File: src/rtl/gnss_buf_pkg.sv
// Types and defaults shared by the GNSS sample-buffer capture writer and playback reader.
package gnss_buf_pkg;

   localparam int DEF_ADDR_W    = 14;
   localparam int DEF_WORD_BITS = 8;

   typedef enum logic [1:0] {
      IDLE   = 2'd0,
      PRIME  = 2'd1,
      STREAM = 2'd2,
      DRAIN  = 2'd3
   } buf_state_t;

   // Travels with each fetched word so the output side knows where passes and the run end.
   typedef struct packed {
      logic eor;
      logic eop;
   } word_tag_t;

endpackage

File: src/rtl/bit_serializer.sv
// Shifts one packed word out LSB first with a valid/ready handshake on each bit.
module bit_serializer #(
   parameter int WORD_BITS = 8
) (
   input  logic                 clk,
   input  logic                 rst,
   input  logic                 clear,
   input  logic                 load,
   input  logic [WORD_BITS-1:0] load_data,
   input  logic                 smp_ready,
   output logic                 smp_i,
   output logic                 smp_valid,
   output logic                 last_bit,
   output logic                 can_load
);

   localparam int CNT_W = (WORD_BITS > 1) ? $clog2(WORD_BITS) : 1;

   logic [WORD_BITS-1:0] shreg_q;
   logic [CNT_W-1:0]     bit_cnt_q;
   logic                 valid_q;
   logic                 accept;

   assign accept    = valid_q && smp_ready;
   assign last_bit  = (bit_cnt_q == CNT_W'(WORD_BITS - 1));
   // A new word may enter while the final bit of the current one is being accepted.
   assign can_load  = !valid_q || (accept && last_bit);
   assign smp_i     = shreg_q[0];
   assign smp_valid = valid_q;

   // NOTE: state registers use non-blocking assignments so every flop samples pre-edge values.
   always_ff @(posedge clk or negedge rst) begin
      if (!rst) begin
         shreg_q   <= '0;
         bit_cnt_q <= '0;
         valid_q   <= 1'b0;
      end else if (clear) begin
         shreg_q   <= '0;
         bit_cnt_q <= '0;
         valid_q   <= 1'b0;
      end else if (load) begin
         shreg_q   <= load_data;
         bit_cnt_q <= '0;
         valid_q   <= 1'b1;
      end else if (accept) begin
         if (last_bit) begin
            valid_q <= 1'b0;
         end else begin
            shreg_q   <= shreg_q >> 1;
            bit_cnt_q <= bit_cnt_q + CNT_W'(1);
         end
      end
   end

endmodule

File: src/rtl/sample_buf_reader.sv
// Replays packed 1-bit samples from BSRAM as a continuous bit stream, repeated for N passes.
module sample_buf_reader
   import gnss_buf_pkg::*;
#(
   parameter int ADDR_W    = DEF_ADDR_W,
   parameter int WORD_BITS = DEF_WORD_BITS
) (
   input  logic                 clk,
   input  logic                 rst,
   input  logic                 start,
   input  logic                 abort,
   input  logic [ADDR_W-1:0]    num_words,
   input  logic [7:0]           num_passes,
   output logic [ADDR_W-1:0]    ram_addr,
   output logic                 ram_re,
   input  logic [WORD_BITS-1:0] ram_rdata,
   output logic                 smp_i,
   output logic                 smp_valid,
   input  logic                 smp_ready,
   output logic                 pass_done,
   output logic                 busy,
   output logic                 done
);

   buf_state_t           state_q, state_d;
   logic [ADDR_W-1:0]    nw_q, rd_addr_q;
   logic [7:0]           np_q, pass_cnt_q;
   logic                 more_q, more_d;
   logic                 rd_pend_q;
   word_tag_t            rd_tag_q;
   logic [WORD_BITS-1:0] pf_data_q;
   logic                 pf_valid_q;
   word_tag_t            pf_tag_q, sh_tag_q;
   logic                 pass_done_q, done_q;

   logic                 start_go, start_empty;
   logic                 can_load, last_bit;
   logic                 ser_load, pf_consume, pf_fill, issue, accept_last;
   word_tag_t            issue_tag;
   logic [WORD_BITS-1:0] load_data;

   // NOTE: every always_comb output gets a default first so no path can infer a latch.
   always_comb begin
      start_go      = (state_q == IDLE) && start && !abort;
      start_empty   = start_go && ((num_words == '0) || (num_passes == '0));
      issue_tag.eop = (rd_addr_q == nw_q - ADDR_W'(1));
      issue_tag.eor = issue_tag.eop && (pass_cnt_q == np_q - 8'd1);
      ser_load      = (state_q != IDLE) && !abort && can_load && (pf_valid_q || rd_pend_q);
      pf_consume    = ser_load && pf_valid_q;
      // Returning data bypasses the prefetch register when the serializer can take it directly.
      pf_fill       = rd_pend_q && !(ser_load && !pf_valid_q);
      load_data     = pf_valid_q ? pf_data_q : ram_rdata;
      issue         = ((state_q == PRIME) || (state_q == STREAM)) && more_q && !rd_pend_q &&
                      (!pf_valid_q || pf_consume) && !abort;
      accept_last   = smp_valid && smp_ready && last_bit && !abort;
      more_d        = more_q;
      if (start_go && !start_empty) more_d = 1'b1;
      if (issue && issue_tag.eor)   more_d = 1'b0;
      if (abort)                    more_d = 1'b0;
   end

   always_comb begin
      state_d = state_q;
      case (state_q)
         IDLE:    if (start_go && !start_empty) state_d = PRIME;
         PRIME:   if (ser_load) state_d = more_d ? STREAM : DRAIN;
         STREAM:  if (!more_d) state_d = DRAIN;
         DRAIN:   if (accept_last && sh_tag_q.eor) state_d = IDLE;
         default: state_d = IDLE;
      endcase
      if (abort) state_d = IDLE;
   end

   always_ff @(posedge clk or negedge rst) begin
      if (!rst) state_q <= IDLE;
      else      state_q <= state_d;
   end

   always_ff @(posedge clk or negedge rst) begin
      if (!rst) begin
         nw_q        <= '0;
         np_q        <= '0;
         rd_addr_q   <= '0;
         pass_cnt_q  <= '0;
         more_q      <= 1'b0;
         rd_pend_q   <= 1'b0;
         rd_tag_q    <= '0;
         pass_done_q <= 1'b0;
         done_q      <= 1'b0;
      end else begin
         more_q      <= more_d;
         rd_pend_q   <= issue;
         pass_done_q <= accept_last && sh_tag_q.eop;
         done_q      <= start_empty || (accept_last && sh_tag_q.eor);
         if (issue) rd_tag_q <= issue_tag;
         if (start_go) begin
            nw_q       <= num_words;
            np_q       <= num_passes;
            rd_addr_q  <= '0;
            pass_cnt_q <= '0;
         end else if (abort) begin
            rd_addr_q  <= '0;
            pass_cnt_q <= '0;
         end else if (issue) begin
            if (issue_tag.eor) begin
               rd_addr_q  <= '0;
               pass_cnt_q <= '0;
            end else if (issue_tag.eop) begin
               rd_addr_q  <= '0;
               pass_cnt_q <= pass_cnt_q + 8'd1;
            end else begin
               rd_addr_q  <= rd_addr_q + ADDR_W'(1);
            end
         end
      end
   end

   // NOTE: pf_data_q is an ordinary register, so it is reset with its valid flag; only RAM arrays go unreset.
   always_ff @(posedge clk or negedge rst) begin
      if (!rst) begin
         pf_data_q  <= '0;
         pf_valid_q <= 1'b0;
         pf_tag_q   <= '0;
         sh_tag_q   <= '0;
      end else begin
         if (abort) begin
            pf_valid_q <= 1'b0;
         end else if (pf_fill) begin
            pf_data_q  <= ram_rdata;
            pf_valid_q <= 1'b1;
            pf_tag_q   <= rd_tag_q;
         end else if (pf_consume) begin
            pf_valid_q <= 1'b0;
         end
         if (ser_load) sh_tag_q <= pf_valid_q ? pf_tag_q : rd_tag_q;
      end
   end

   bit_serializer #(
      .WORD_BITS (WORD_BITS)
   ) u_ser (
      .clk       (clk),
      .rst       (rst),
      .clear     (abort),
      .load      (ser_load),
      .load_data (load_data),
      .smp_ready (smp_ready),
      .smp_i     (smp_i),
      .smp_valid (smp_valid),
      .last_bit  (last_bit),
      .can_load  (can_load)
   );

   assign ram_addr  = rd_addr_q;
   assign ram_re    = issue;
   assign busy      = (state_q != IDLE);
   assign pass_done = pass_done_q;
   assign done      = done_q;

endmodule
File: config.mk
export PLATFORM = sky130hd
export DESIGN_NAME = sample_buf_reader
export DESIGN_NICKNAME = d
export VERILOG_FILES = /design/src/rtl/gnss_buf_pkg.sv /design/src/rtl/bit_serializer.sv /design/src/rtl/sample_buf_reader.sv
export SDC_FILE = /design/constraint.sdc
export NUM_CORES = 1
export LEC_CHECK = 0
export CAP_MARGIN = 20
export CORE_MARGIN = 4
export CORE_UTILIZATION = 56
export CTS_CLUSTER_SIZE = 20
export DETAILED_ROUTE_END_ITERATION = 12
export PLACE_DENSITY = 0.87
export SKIP_CTS_REPAIR_TIMING = 1
export SLEW_MARGIN = 20
export SYNTH_ARGS = -nofsm -noshare
export SYNTH_HDL_FRONTEND = slang
export SYNTH_HIERARCHICAL = 1
export SYNTH_SLANG_ARGS = --single-unit
File: constraint.sdc
create_clock -name clk -period 3.6 [get_ports clk]
set_clock_uncertainty 0.15 [all_clocks]
set_input_delay 0.36 -clock clk [delete_from_list [all_inputs] [get_ports clk]]
set_output_delay 0.36 -clock clk [all_outputs]
set_load 0.1 [all_outputs]
Yosys cells after proc, flatten, opt, wreduce, memory -nomap -nowiden
Index checks and enable logic that the tools add are counted.
Widths: inputs -> output; s select.
{"block": "word_totals", "reg_bits": 77, "out_inout_bits": 20, "elab_cells": 121, "inputBits": 35}
{"block": "classes", "n_reduce_logical": 47, "muxes": 37, "n_eq_ne": 11, "addsub": 5, "bitwise_logic": 1}
{"cell": "$mux 8", "count": 10}
{"cell": "$mux 14", "count": 5}
{"cell": "$logic_and 1x1->1", "count": 21}
{"cell": "$add 14x1->14 const B", "count": 1}
{"cell": "$eq 14x14->1", "count": 1}
{"cell": "$logic_not 14->1", "count": 1}
{"cell": "$sub 14x1->14 const B", "count": 1}
{"cell": "$mux 2", "count": 6}
{"cell": "$mux 3", "count": 4}
{"cell": "$ne 3x3->1 const B", "count": 4}
{"cell": "$reduce_bool 3->1", "count": 4}
{"cell": "$mux 1", "count": 11}
{"cell": "$add 8x1->8 const B", "count": 1}
{"cell": "$eq 8x8->1", "count": 1}
{"cell": "$logic_not 8->1", "count": 1}
{"cell": "$pmux 2 s4", "count": 1}
{"cell": "$reduce_and 2->1", "count": 4}
{"cell": "$sub 8x1->8 const B", "count": 1}
{"cell": "$logic_not 1->1", "count": 6}
{"cell": "$logic_or 1x1->1", "count": 6}
{"cell": "$eq 2x2->1 const B", "count": 2}
{"cell": "$reduce_and 4->1", "count": 1}
{"cell": "$reduce_bool 4->1", "count": 1}
{"cell": "$add 3x1->3 const B", "count": 1}
{"cell": "6 further kinds", "count": 6}

Depth between registers and ports, before layout
Gate-level depths: netlist (run 1).
{"block": "logic_depth", "ltp_word": 16, "ltp_mapped": 13, "ltp_nobuf": 12}

By module
Netlist (run 1), hierarchy kept.
{"mod": "sample_buf_reader", "area_per_inst_um2": 3821.2, "n_inst": 1, "seq_area_each_um2": 1626.6, "cells_per_inst": 374}
{"mod": "bit_serializer", "area_per_inst_um2": 674.4, "n_inst": 1, "seq_area_each_um2": 300.3, "cells_per_inst": 61}

Worst setup path before layout (run 1)
Ideal clock, no wire load.
{"block": "synth_timing", "path_type": "flip-flop to flip-flop", "from": "reg rd_addr_q[2] (netlist: ram_addr[2])", "to": "reg state_q[0]", "setup_time_ns": 0.125, "stages_incl_launch_ff": 9, "t_arrival_ns": 3.152, "period_less_slack_ns": 3.427, "n_path_buf": 0, "required_ns": 3.325, "path_slack_ns": 0.173, "cell_sequence": "dfrtp_1 nor2b_1 or3_1 a311o_1 a311o_1 nor4_4 nand4_1 and2_4 mux2_2"}
{"block": "synth_between", "elab_chain_cells": 9, "elab_cells_between_ends": 11, "cone_classes": "eq/ne (2); mux (6); reduce/logical (3)"}
{"item": "from (decl)", "line": "sample_buf_reader.sv:26", "source": "logic [ADDR_W-1:0] nw_q, rd_addr_q;"}
{"item": "from (signal assigned)", "line": "sample_buf_reader.sv:112", "source": "rd_addr_q <= rd_addr_q + ADDR_W'(1);"}
{"item": "$eq 14x14->1 *", "line": "sample_buf_reader.sv:46", "source": "issue_tag.eop = (rd_addr_q == nw_q - ADDR_W'(1));"}
{"item": "$logic_and 1x1->1 *", "line": "sample_buf_reader.sv:47", "source": "issue_tag.eor = issue_tag.eop && (pass_cnt_q == np_q - 8'd1);"}
{"item": "$logic_and 1x1->1 *", "line": "sample_buf_reader.sv:58", "source": "if (issue && issue_tag.eor) more_d = 1'b0;"}
{"item": "$mux 1 *", "line": "sample_buf_reader.sv:58"}
{"item": "$mux 1 *", "line": "sample_buf_reader.sv:59", "source": "if (abort) more_d = 1'b0;"}
{"item": "via more_d", "line": "sample_buf_reader.sv:28", "source": "logic more_q, more_d;"}
{"item": "$mux 1", "line": "sample_buf_reader.sv:66", "source": "PRIME: if (ser_load) state_d = more_d ? STREAM : DRAIN;"}
{"item": "$mux 2", "line": "sample_buf_reader.sv:66"}
{"item": "$pmux 2 s4", "line": "sample_buf_reader.sv:64", "source": "case (state_q)"}
{"item": "$mux 2", "line": "sample_buf_reader.sv:71", "source": "if (abort) state_d = IDLE;"}
{"item": "to (signal assigned)", "line": "sample_buf_reader.sv:76", "source": "else state_q <= state_d;"}
{"item": "to (decl)", "line": "sample_buf_reader.sv:25", "source": "buf_state_t state_q, state_d;"}
Mark *: on every way through the listed nets, which the timed path passes. The rest lies on a longest branch. The select of a mux whose other input is x is not followed.
A chain may end at the register's enable or synchronous reset.

Worst setup path after layout (run 1)
{"block": "layout_timing", "from": "reg nw_q[0]", "to": "reg pass_cnt_q[2]"}
{"block": "layout_between", "elab_chain_cells": 7, "elab_cells_between_ends": 9, "cone_classes": "add/sub (1); eq/ne (1); mux (4); reduce/logical (3)"}
{"item": "from (decl)", "line": "sample_buf_reader.sv:26"}
{"item": "from (signal assigned)", "line": "sample_buf_reader.sv:97", "source": "nw_q <= num_words;"}
{"item": "$sub 14x1->14 *", "line": "sample_buf_reader.sv:46"}
{"item": "$eq 14x14->1 *", "line": "sample_buf_reader.sv:46"}
{"item": "$logic_and 1x1->1", "line": "sample_buf_reader.sv:47"}
{"item": "$mux 8", "line": "sample_buf_reader.sv:105", "source": "if (issue_tag.eor) begin"}
{"item": "$mux 8", "line": "sample_buf_reader.sv:104", "source": "end else if (issue) begin"}
{"item": "$mux 8", "line": "sample_buf_reader.sv:101", "source": "end else if (abort) begin"}
{"item": "$mux 8", "line": "sample_buf_reader.sv:96", "source": "if (start_go) begin"}
{"item": "to (signal assigned)", "line": "sample_buf_reader.sv:110", "source": "pass_cnt_q <= pass_cnt_q + 8'd1;"}
{"item": "to (decl)", "line": "sample_buf_reader.sv:27", "source": "logic [7:0] np_q, pass_cnt_q;"}
Every way passes the cells marked *; elsewhere a longest branch is shown, timed or not. The select of a mux whose other input is x is not followed.

==> results.ini, run 1 <==
[cells_and_area]
drive_gt1_frac=0.194
diodes=0
design_area_mm2=0.00536
area_growth_pct=19.3
fin_util=0.690
final_nets=538
fillCellCount=558
register_area_mm2=0.00193
multi_input_area_mm2=0.00245

[grt]
grt_use_met1=0.300
use_met2=0.352
grt_overflow=0
grt_pass1_vias=3503
grt_max_degree=78
grt_pass1_wl_um=17100
grt_use_total=0.219
top_usage_layer=met2
use_met3=0.0416
antenna_found_initial=0

[yosys]
synth.largest_area_cell=dfrtp_1
dominantRegCellSynth=dfrtp_1
synth-seq-cells=77
synth_area_leaders=dfrtp_1 (43%), mux2_2 (11%), xor2_1 (3.7%)
synth_top_cell_area_share=0.429
synth.distinct_cells=61
synth-async-reset-ratio=1.00
ys_warn_count=6
synth.yosys.seq_area_share=0.429
syn_inst=435
syn_area_per_cell_um2=10.3
syn-num-nets=480
synth_area_mm2=0.00450
synth_edf_count=0

[pwr]
p_leak_nw=2.25
finalPower_mw=3.21
ir_worst_vdd_mv=0.384
power_density_mw_per_mm2=598

[run_status]
violations=negative hold slack
status=finished, violations left

[place]
post-place-ws_ns=0.203
gp_routability_congestion=0.931
dp_hpwl_um=7250
port_buffers=54
placed_area_mm2=0.00514

[sta]
slew_headroom=0.345
setup_slack_ns=0.141
hold_viol=4
timing.final.crit_share=0.961
timing.hold.ws_ns=-0.0172
worst_pin_slew_ns=0.979
slew_violations=0
tns_ns=0
fmax_mhz=289
min_period_ns=3.46
rsz0062_at_grt=false
setup_viol=0

[critical_path]
startpoint_type=flop
worst-path-buf-inv=1
r2r_start=nw_q[0]
critical-path-top-delay-family=simple AND/OR/NAND/NOR gates
r2r_setup_slack_ns=0.14
endpoint_kind=flop
arrival_ns=3.58
cp_max_fo=7
worst_ep_required_time_ns=3.72
ff2ff_path_depth=10
critical_path_class=flop to flop
slowest_stage=or4_4
path_cells=inv_1, ha_1, or4b_4, or4_4, nor4_1, a311oi_1, a21oi_2, nand4b_2, or3b_1, a21oi_1
reg2reg_to=pass_cnt_q[2]
cp_slowest_stage_delay_ns=0.52

[detailed_routing]
vias=3554
postRouteAntennaNets=0
drc=0
via_per_inst=5.94
first_iter_violations=194
wl_per_cell_um=16.9
wirelength_um=10100
first_pass_iters=4

[flow_run]
maxCapViolations=0

[die]
die_h_um=97.6
start_util=0.579
dieWidth_um=97.6
core_mm2=0.00777
die-area_mm2=0.00952
num_io_pins=55
num_rows=32

[cts]
cts_sinks=77
path_clk_slew_ns=0.08
h-tree-depth=3
cts_buffers=9
cts_tree=built
clock_path_buffers=2
worstSkewPairLatency_ns=0.35
clockRootBuffer=clkbuf_8

[worst_hold_path]
hp-class=input port to asynchronous set/reset pin

==> metrics by stage <==
stage          hold slack [ns]  cells
2_1_floorplan          -0.0856    435
3_3_place_gp             0.335    584
3_5_place_dp             0.343    584
4_1_cts                 0.0452    598
5_1_grt                 0.0730    598
6_report               -0.0172    598
==> worst register-to-register path: cells and delay by family (launching register included) <==
kind,cells,cell delay [ns]
compound gates,3,0.54
fa+ha+maj,1,0.19
buf+inv,1,0.08
flops,1,0.44
simple gates,5,1.96
==> layer usage <==
metal,part of all wire,vias to the layer above
met1,0.45,1739
met3,0.047,19
li1,-,1687
met4,0.019,0
met5,0,-
met2,0.48,109
==> flip-flops by register name, summed over array words and instances (netlist names), 2 cells and up <==
signal,cells
pass_cnt_q,8
ram_addr,14
pf_tag_q,2
np_q,8
sh_tag_q,2
rd_tag_q,2
pf_data_q,8
u_ser/shreg_q,8
state_q,2
u_ser/bit_cnt_q,3
nw_q,14
==> synthesized netlist by cell type, types with 2 or more instances <==
cell type  count
a21o_1         3
a21oi_1       22
a21oi_2        8
a221oi_2       7
a311o_1        2
a31o_2         3
and2_1         4
and3_1         8
and4bb_2       2
buf_1          2
buf_2          3
clkbuf_1       5
dfrtp_1       77
ha_1          10
inv_1         17
mux2_2        44
mux2i_1        6
nand2_1       30
nand2b_1       5
nand3_1       15
nand3b_1       8
nand4_1        3
nand4b_1       2
nor2_1        32
nor2b_1        9
nor3_1         8
nor4_1        10
o21ai_0       15
o21ai_1        2
or3_1          7
or3b_1         5
xnor2_1       14
xor2_1        19
==> where the power goes <==
part,internal [mW],leakage [nW],switching (mW)
sequential,1.07,1.01,0.243
clock,0.455,0.112,0.318
combinational,0.528,1.13,0.592
total,2.06,2.25,1.15
==> placed cells by master (no fill, tap or decap), types with 4 or more instances in the layout <==
cell type and instances:
dfrtp_1 77, clkdlybuf4s50_1 51, mux2_2 44, nor2_1 31, nand2_1 30, a21oi_1 22
xor2_1 19, inv_1 17, nand3_1 15, o21ai_0 15, xnor2_1 14, nor4_1 10
ha_1 10, nor2b_1 9, clkbuf_8 9, and3_1 8, nand3b_1 8, nor3_1 8
a21oi_2 8, buf_4 8, or3_1 7, a221oi_2 7, mux2i_1 6, nand2b_1 5
or3b_1 5, and2_1 4
==> logic make-up after synthesis <==
family | synth area share
compound gates | 0.122
xor+xnor | 0.0643
fa+ha+maj | 0.0278
buf+inv | 0.0276
flops | 0.429
mux | 0.124
simple gates | 0.206
==> cell type report <==
| class | instances | share of cell area |
|---|---|---|
| Clock inverter | 4 | 0.0184 |
| Clock buffer | 10 | 0.0238 |
| Tap cell | 102 | 0.0238 |
| Timing Repair Buffer | 59 | 0.106 |
| Sequential cell | 77 | 0.359 |
| Inverter | 17 | 0.0119 |
| Multi-Input combinational cell | 329 | 0.456 |
==> how the worst max path moves through the flow <==
stage,from,endpoint,slack [ns],cells after the start
after floorplan,ram_addr[2],state_q[0],0.17,8
after global placement,nw_q[0],pass_cnt_q[5],0.36,10
after detailed placement,nw_q[0],pass_cnt_q[6],0.20,10
after CTS,nw_q[0],pass_cnt_q[2],0.15,10
after global routing,nw_q[0],pass_cnt_q[2],0.009,10
final,nw_q[0],pass_cnt_q[2],0.14,10
Note: power is estimated with default switching activity, not from simulation.
==> run 2, diff against run 1 <==
CAP_MARGIN = 25   (was 20)
CORE_UTILIZATION = 55   (was 56)
HOLD_SLACK_MARGIN = 0.1   (was unset)
PLACE_DENSITY = 0.86   (was 0.87)
==> run 2 against run 1 <==
The flow now finishes without violations. Worst setup slack better by 0.058 ns. Total power is 3.7% lower. Cell area is 0.14% lower. Flip-flop and latch count stayed put. Global-route usage is 0.066 points higher. Largest cell class unchanged. Largest power group unchanged.
==> results.ini, run 2 (same netlist as run 1, synthesis figures left out) <==
[run_status]
status=finished, final reports clean

[cts]
clockRootBuffer=clkbuf_8
path_clk_slew_ns=0.09  ; about the same
cts_buffers=9  ; unchanged
clock_path_buffers=2  ; unchanged
worstSkewPairLatency_ns=0.36  ; about the same
cts_sinks=77  ; unchanged
h-tree-depth=3  ; unchanged
cts_tree=built

[place]
gp_routability_congestion=0.870  ; -6.5%
placed_area_mm2=0.00513  ; -0.15%
post-place-ws_ns=0.261  ; +0.0577 ns
port_buffers=54  ; unchanged
dp_cells=583  ; -0.17%
dp_hpwl_um=7330  ; +1.1%

[sta]
slew_violations=0  ; unchanged
min_period_ns=3.40  ; -0.0578 ns
fmax_mhz=294  ; +1.7%
setup_viol=0  ; unchanged
setup_slack_ns=0.198  ; +0.0578 ns
rsz0062_at_grt=false
worst_pin_slew_ns=1.00  ; +0.0206 ns
hold_viol=0  ; -4
tns_ns=0  ; unchanged
slew_headroom=0.331  ; -0.0138
timing.hold.ws_ns=0.283  ; +0.300 ns
timing.final.crit_share=0.945  ; -0.0160

[cells_and_area]
register_area_mm2=0.00193  ; unchanged
layout_common_cells=dfrtp_1 (77), clkdlybuf4s50_1 (51), mux2_2 (44)
final_nets=539  ; +0.19%
final_common_cell=dfrtp_1
multi_input_area_mm2=0.00245  ; unchanged
fin_util=0.682  ; -0.00800
area_growth_pct=19.1
drive_gt1_frac=0.197  ; +0.00324
design_area_mm2=0.00536  ; -0.14%
finalNonFillerCells=600  ; +0.33%
diodes=0  ; unchanged
fillCellCount=586  ; +5.0%

[critical_path]
slowest_stage=or4_4
critical_path_class=flop to flop
critical-path-top-delay-family=simple AND/OR/NAND/NOR gates
cp_slowest_stage_delay_ns=0.52  ; about the same
startpoint_type=flop
worst-path-buf-inv=1  ; unchanged
arrival_ns=3.53  ; -0.05 ns
worst_ep_required_time_ns=3.73  ; about the same
path_cells=inv_1, ha_1, or4b_4, or4_4, nor4_1, a311oi_1, a21oi_2, nand4b_2, or3b_1, a21oi_1
cp_max_fo=7  ; unchanged
endpoint_kind=flop

[die]
die_h_um=98.4  ; +0.84%
dieWidth_um=98.4  ; +0.84%
die-area_mm2=0.00968  ; +1.7%
num_rows=32  ; unchanged
num_io_pins=55  ; unchanged
core_mm2=0.00785  ; +1.0%
start_util=0.573  ; -0.00591

[pwr]
finalPower_mw=3.09  ; -3.7%
power_density_mw_per_mm2=577  ; -3.6%
p_leak_nw=2.25  ; -0.26%
ir_worst_vdd_mv=0.485  ; +26%

[detailed_routing]
postRouteAntennaNets=0  ; unchanged
via_per_inst=6.08  ; +2.3%
wirelength_um=10400  ; +2.9%
vias=3648  ; +2.6%
first_pass_iters=5  ; +1
wl_per_cell_um=17.3  ; +2.6%
drc=0  ; unchanged
first_iter_violations=220  ; +13%

[grt]
grt_max_degree=78  ; unchanged
grt_use_total=0.220  ; +0.000659
grt_pass1_vias=3567  ; +1.8%
antenna_found_initial=0  ; unchanged
grt_overflow=0  ; unchanged
grt_pass1_wl_um=17300  ; +1.0%

[worst_hold_path]
hp-class=input port to asynchronous set/reset pin

[flow_run]
maxCapViolations=0  ; unchanged

[run 2: cell count changes in the layout (fill, tap and decap cells not counted)]
cell	change
bufinv_16	-2
clkinv_2	+2
buf_16	+1
buf_4	-1
clkbuf_1	-1
clkinv_4	+1
clkinvlp_4	+1
dlygate4sd3_1	+1
[run 2: worst paths after layout]
path,start,end,slack (ns),cells past startpoint
max reg2reg,nw_q[0],pass_cnt_q[2],0.20,10
min reg2reg,pf_data_q[4],pf_data_q[4],0.36,1
max in group asynchronous,rst,ram_addr[1],2.44,3
min,rst,ram_addr[6],0.28,2
max,nw_q[0],pass_cnt_q[2],0.20,10
min in group clk,pf_data_q[4],pf_data_q[4],0.36,1
[run 2: power breakdown]
part           leakage, nW  internal (mW)  switching, mW
Sequential            1.01           1.07          0.245
Combinational         1.14          0.531          0.597
Clock               0.0950          0.316          0.328
[run 2: layout make-up]
type,count,area share
inverters,17,0.0119
repair buffers,60,0.112
multi-input cells,329,0.457
clock buffers,9,0.0231
clock inverters,6,0.0121
well taps,102,0.0238
flip-flops and latches,77,0.360
[run 2: worst register-to-register path: cells and delay by family, from the launching register on]
kind / cells / cell delay [ns]
buf+inv: 1 / 0.08
compound gates: 3 / 0.53
simple gates: 5 / 1.95
flops: 1 / 0.44
fa+ha+maj: 1 / 0.19
[run 2: routing by layer]
metal | wire (µm) | track usage | part of all wire | up-vias
met5 | 0 | 0 | 0 | -
met4 | 178 | 0.0714 | 0.017 | 0
met3 | 524 | 0.0474 | 0.050 | 18
met2 | 5070 | 0.350 | 0.49 | 120
met1 | 4620 | 0.301 | 0.44 | 1813
li1 | - | - | - | 1697
==> run 3, diff against run 2 <==
ABC_AREA = 1   (was unset)
==> run 3 against run 2 <==
Register-to-register slack gained 0.55 ns. Core utilization shrank 1.7 points. Area after synthesis grew 4.0%. Flip-flop and latch count is the same.
==> results.ini, run 3 <==
[cells_and_area]
layout_common_cells=nand2_1 (227), dfrtp_1 (77), inv_1 (67)
multi_input_area_mm2=0.00240  ; -1.9%
fillCellCount=699  ; +19%
finalNonFillerCells=810  ; +35%
drive_gt1_frac=0.0723  ; -0.124
final_common_cell=nand2_1
design_area_mm2=0.00550  ; +2.7%
area_growth_pct=17.6
register_area_mm2=0.00193  ; unchanged
final_nets=746  ; +38%
diodes=0  ; unchanged

[place]
gp_routability_congestion=0.893  ; +2.6%
port_buffers=54  ; unchanged
dp_hpwl_um=8270  ; +13%
post-place-ws_ns=0.610  ; +0.349 ns
placed_area_mm2=0.00530  ; +3.4%
dp_cells=793  ; +36%

[sta]
slew_headroom=0.343  ; +0.0113
slew_violations=0  ; unchanged
hold_viol=0  ; unchanged
rsz0062_at_grt=false
timing.final.crit_share=0.814  ; -0.130
tns_ns=0  ; unchanged
min_period_ns=2.93  ; -0.469 ns
setup_slack_ns=0.668  ; +0.469 ns
setup_viol=0  ; unchanged
fmax_mhz=341  ; +16%
worst_pin_slew_ns=0.983  ; -0.0169 ns

[yosys]
synth-seq-cells=77  ; unchanged
synth-async-reset-ratio=1.00  ; unchanged
synth_area_mm2=0.00467  ; +4.0%
dominantRegCellSynth=dfrtp_1
synth_common_cells=nand2_1 (227), dfrtp_1 (77), inv_1 (67), nand3_1 (54), nor2_1 (50)
synth_edf_count=0  ; unchanged
synth.largest_area_cell=dfrtp_1
synth_area_leaders=dfrtp_1 (41%), nand2_1 (18%), nand3_1 (5.8%)
synth_most_common_cell=nand2_1
syn-num-nets=689  ; +44%
syn_inst=644  ; +48%
synth.yosys.seq_area_share=0.412  ; -0.0163
synth_top_cell_area_share=0.412  ; -0.0163
synth.distinct_cells=38  ; -38%
ys_warn_count=6  ; unchanged
syn_area_per_cell_um2=7.26  ; -30%

[critical_path]
path_cells=inv_1, ha_1, inv_1, nand2_1, a21oi_1, nand2_1, nand2_1, nand4_1, nor2_4, buf_12
worst_ep_required_time_ns=3.09  ; -0.64 ns
r2r_setup_slack_ns=0.75  ; +0.55 ns
worst-path-buf-inv=3  ; +2
ff2ff_path_depth=15  ; +5
cp_slowest_stage_delay_ns=0.42  ; -0.10 ns
critPathMostFrequentCell=nand2_1
r2r_start=state_q[0]
startpoint_type=flop
reg2reg_to=ram_addr[10]
cp_max_fo=6  ; -1
critical_path_class=flop to output pin
arrival_ns=2.42  ; -1.11 ns
critical-path-top-delay-family=simple AND/OR/NAND/NOR gates
endpoint_kind=output pin
slowest_stage=dfrtp_1

[cts]
clock_path_buffers=2  ; unchanged
path_clk_slew_ns=0.08  ; about the same
clockRootBuffer=clkbuf_8
h-tree-depth=3  ; unchanged
worstSkewPairLatency_ns=0.35  ; about the same
cts_sinks=77  ; unchanged
cts_buffers=9  ; unchanged
cts_tree=built

[pwr]
power_density_mw_per_mm2=607  ; +5.3%
p_leak_nw=2.71  ; +21%
finalPower_mw=3.34  ; +8.1%
ir_worst_vdd_mv=0.381  ; -21%

[grt]
grt_pass1_wl_um=18700  ; +8.0%
grt_overflow=0  ; unchanged
grt_use_total=0.228  ; +0.00821
grt_pass1_vias=4181  ; +17%
antenna_found_initial=0  ; unchanged
grt_max_degree=78  ; unchanged

[detailed_routing]
first_pass_iters=5  ; unchanged
via_per_inst=5.33  ; -12%
postRouteAntennaNets=0  ; unchanged
wirelength_um=11000  ; +6.0%
vias=4321  ; +18%
first_iter_violations=220  ; unchanged
drc=0  ; unchanged
wl_per_cell_um=13.6  ; -21%

[die]
die-area_mm2=0.0100  ; +3.6%
num_io_pins=55  ; unchanged
dieWidth_um=100  ; +1.8%
start_util=0.566  ; -0.00695
num_rows=33  ; +3.1%
die_h_um=100  ; +1.8%
core_mm2=0.00826  ; +5.2%

[flow_run]
maxCapViolations=0  ; unchanged

[run_status]
status=finished, final reports clean

[worst_hold_path]
hp-class=input port to asynchronous set/reset pin

run 3: power breakdown:
| group | leakage [nW] | switching (mW) | internal [mW] |
|---|---|---|---|
| clock network | 0.0856 | 0.314 | 0.243 |
| logic | 1.60 | 0.985 | 0.517 |
| registers | 1.02 | 0.204 | 1.08 |
| total | 2.71 | 1.50 | 1.84 |
run 3: worst max-delay path by stage:
| stage | startpoint | to | slack (ns) | cells past startpoint |
|---|---|---|---|---|
| after floorplan | state_q[0] | state_q[0] | 0.29 | 15 |
| after global placement | smp_ready | ram_addr[10] | 0.79 | 15 |
| after detailed placement | smp_ready | ram_addr[10] | 0.61 | 15 |
| after CTS | u_ser/bit_cnt_q[0] | ram_re | 0.67 | 11 |
| after global routing | u_ser/bit_cnt_q[0] | ram_re | 0.41 | 11 |
| final | state_q[0] | ram_re | 0.67 | 10 |
run 3: metrics by stage:
stage / hold WS (ns) / utilization
detailed placement: 0.325 / 0.642
global placement: 0.318 / 0.642
floorplan: -0.0856 / -
global route: 0.321 / 0.666
CTS: 0.0469 / 0.661
finish: 0.297 / 0.666
run 3: kinds of logic (layout without fill, tap and decap cells):
kind of cell | Yosys count | in the layout | share of synthesized area
xor+xnor | 25 | 25 | 0.0469
simple gates | 383 | 383 | 0.363
fa+ha+maj | 10 | 10 | 0.0268
buf+inv | 85 | 146 | 0.0755
flops | 77 | 77 | 0.412
compound gates | 64 | 64 | 0.0758
run 3: per-layer routing:
metal,vias up,wire (µm),GRT usage
met5,-,0,0
met1,1995,4920,0.301
met3,24,647,0.0507
li1,2168,-,-
met2,134,5260,0.382
met4,0,190,0.0570
run 3: final cells by class:
type	instances	area share
tap	105	0.0239
timing repair buffer	60	0.112
sequential	77	0.350
clock buffer	10	0.0232
clock inverter	5	0.00523
inverter	71	0.0489
multi-input combinational	482	0.437
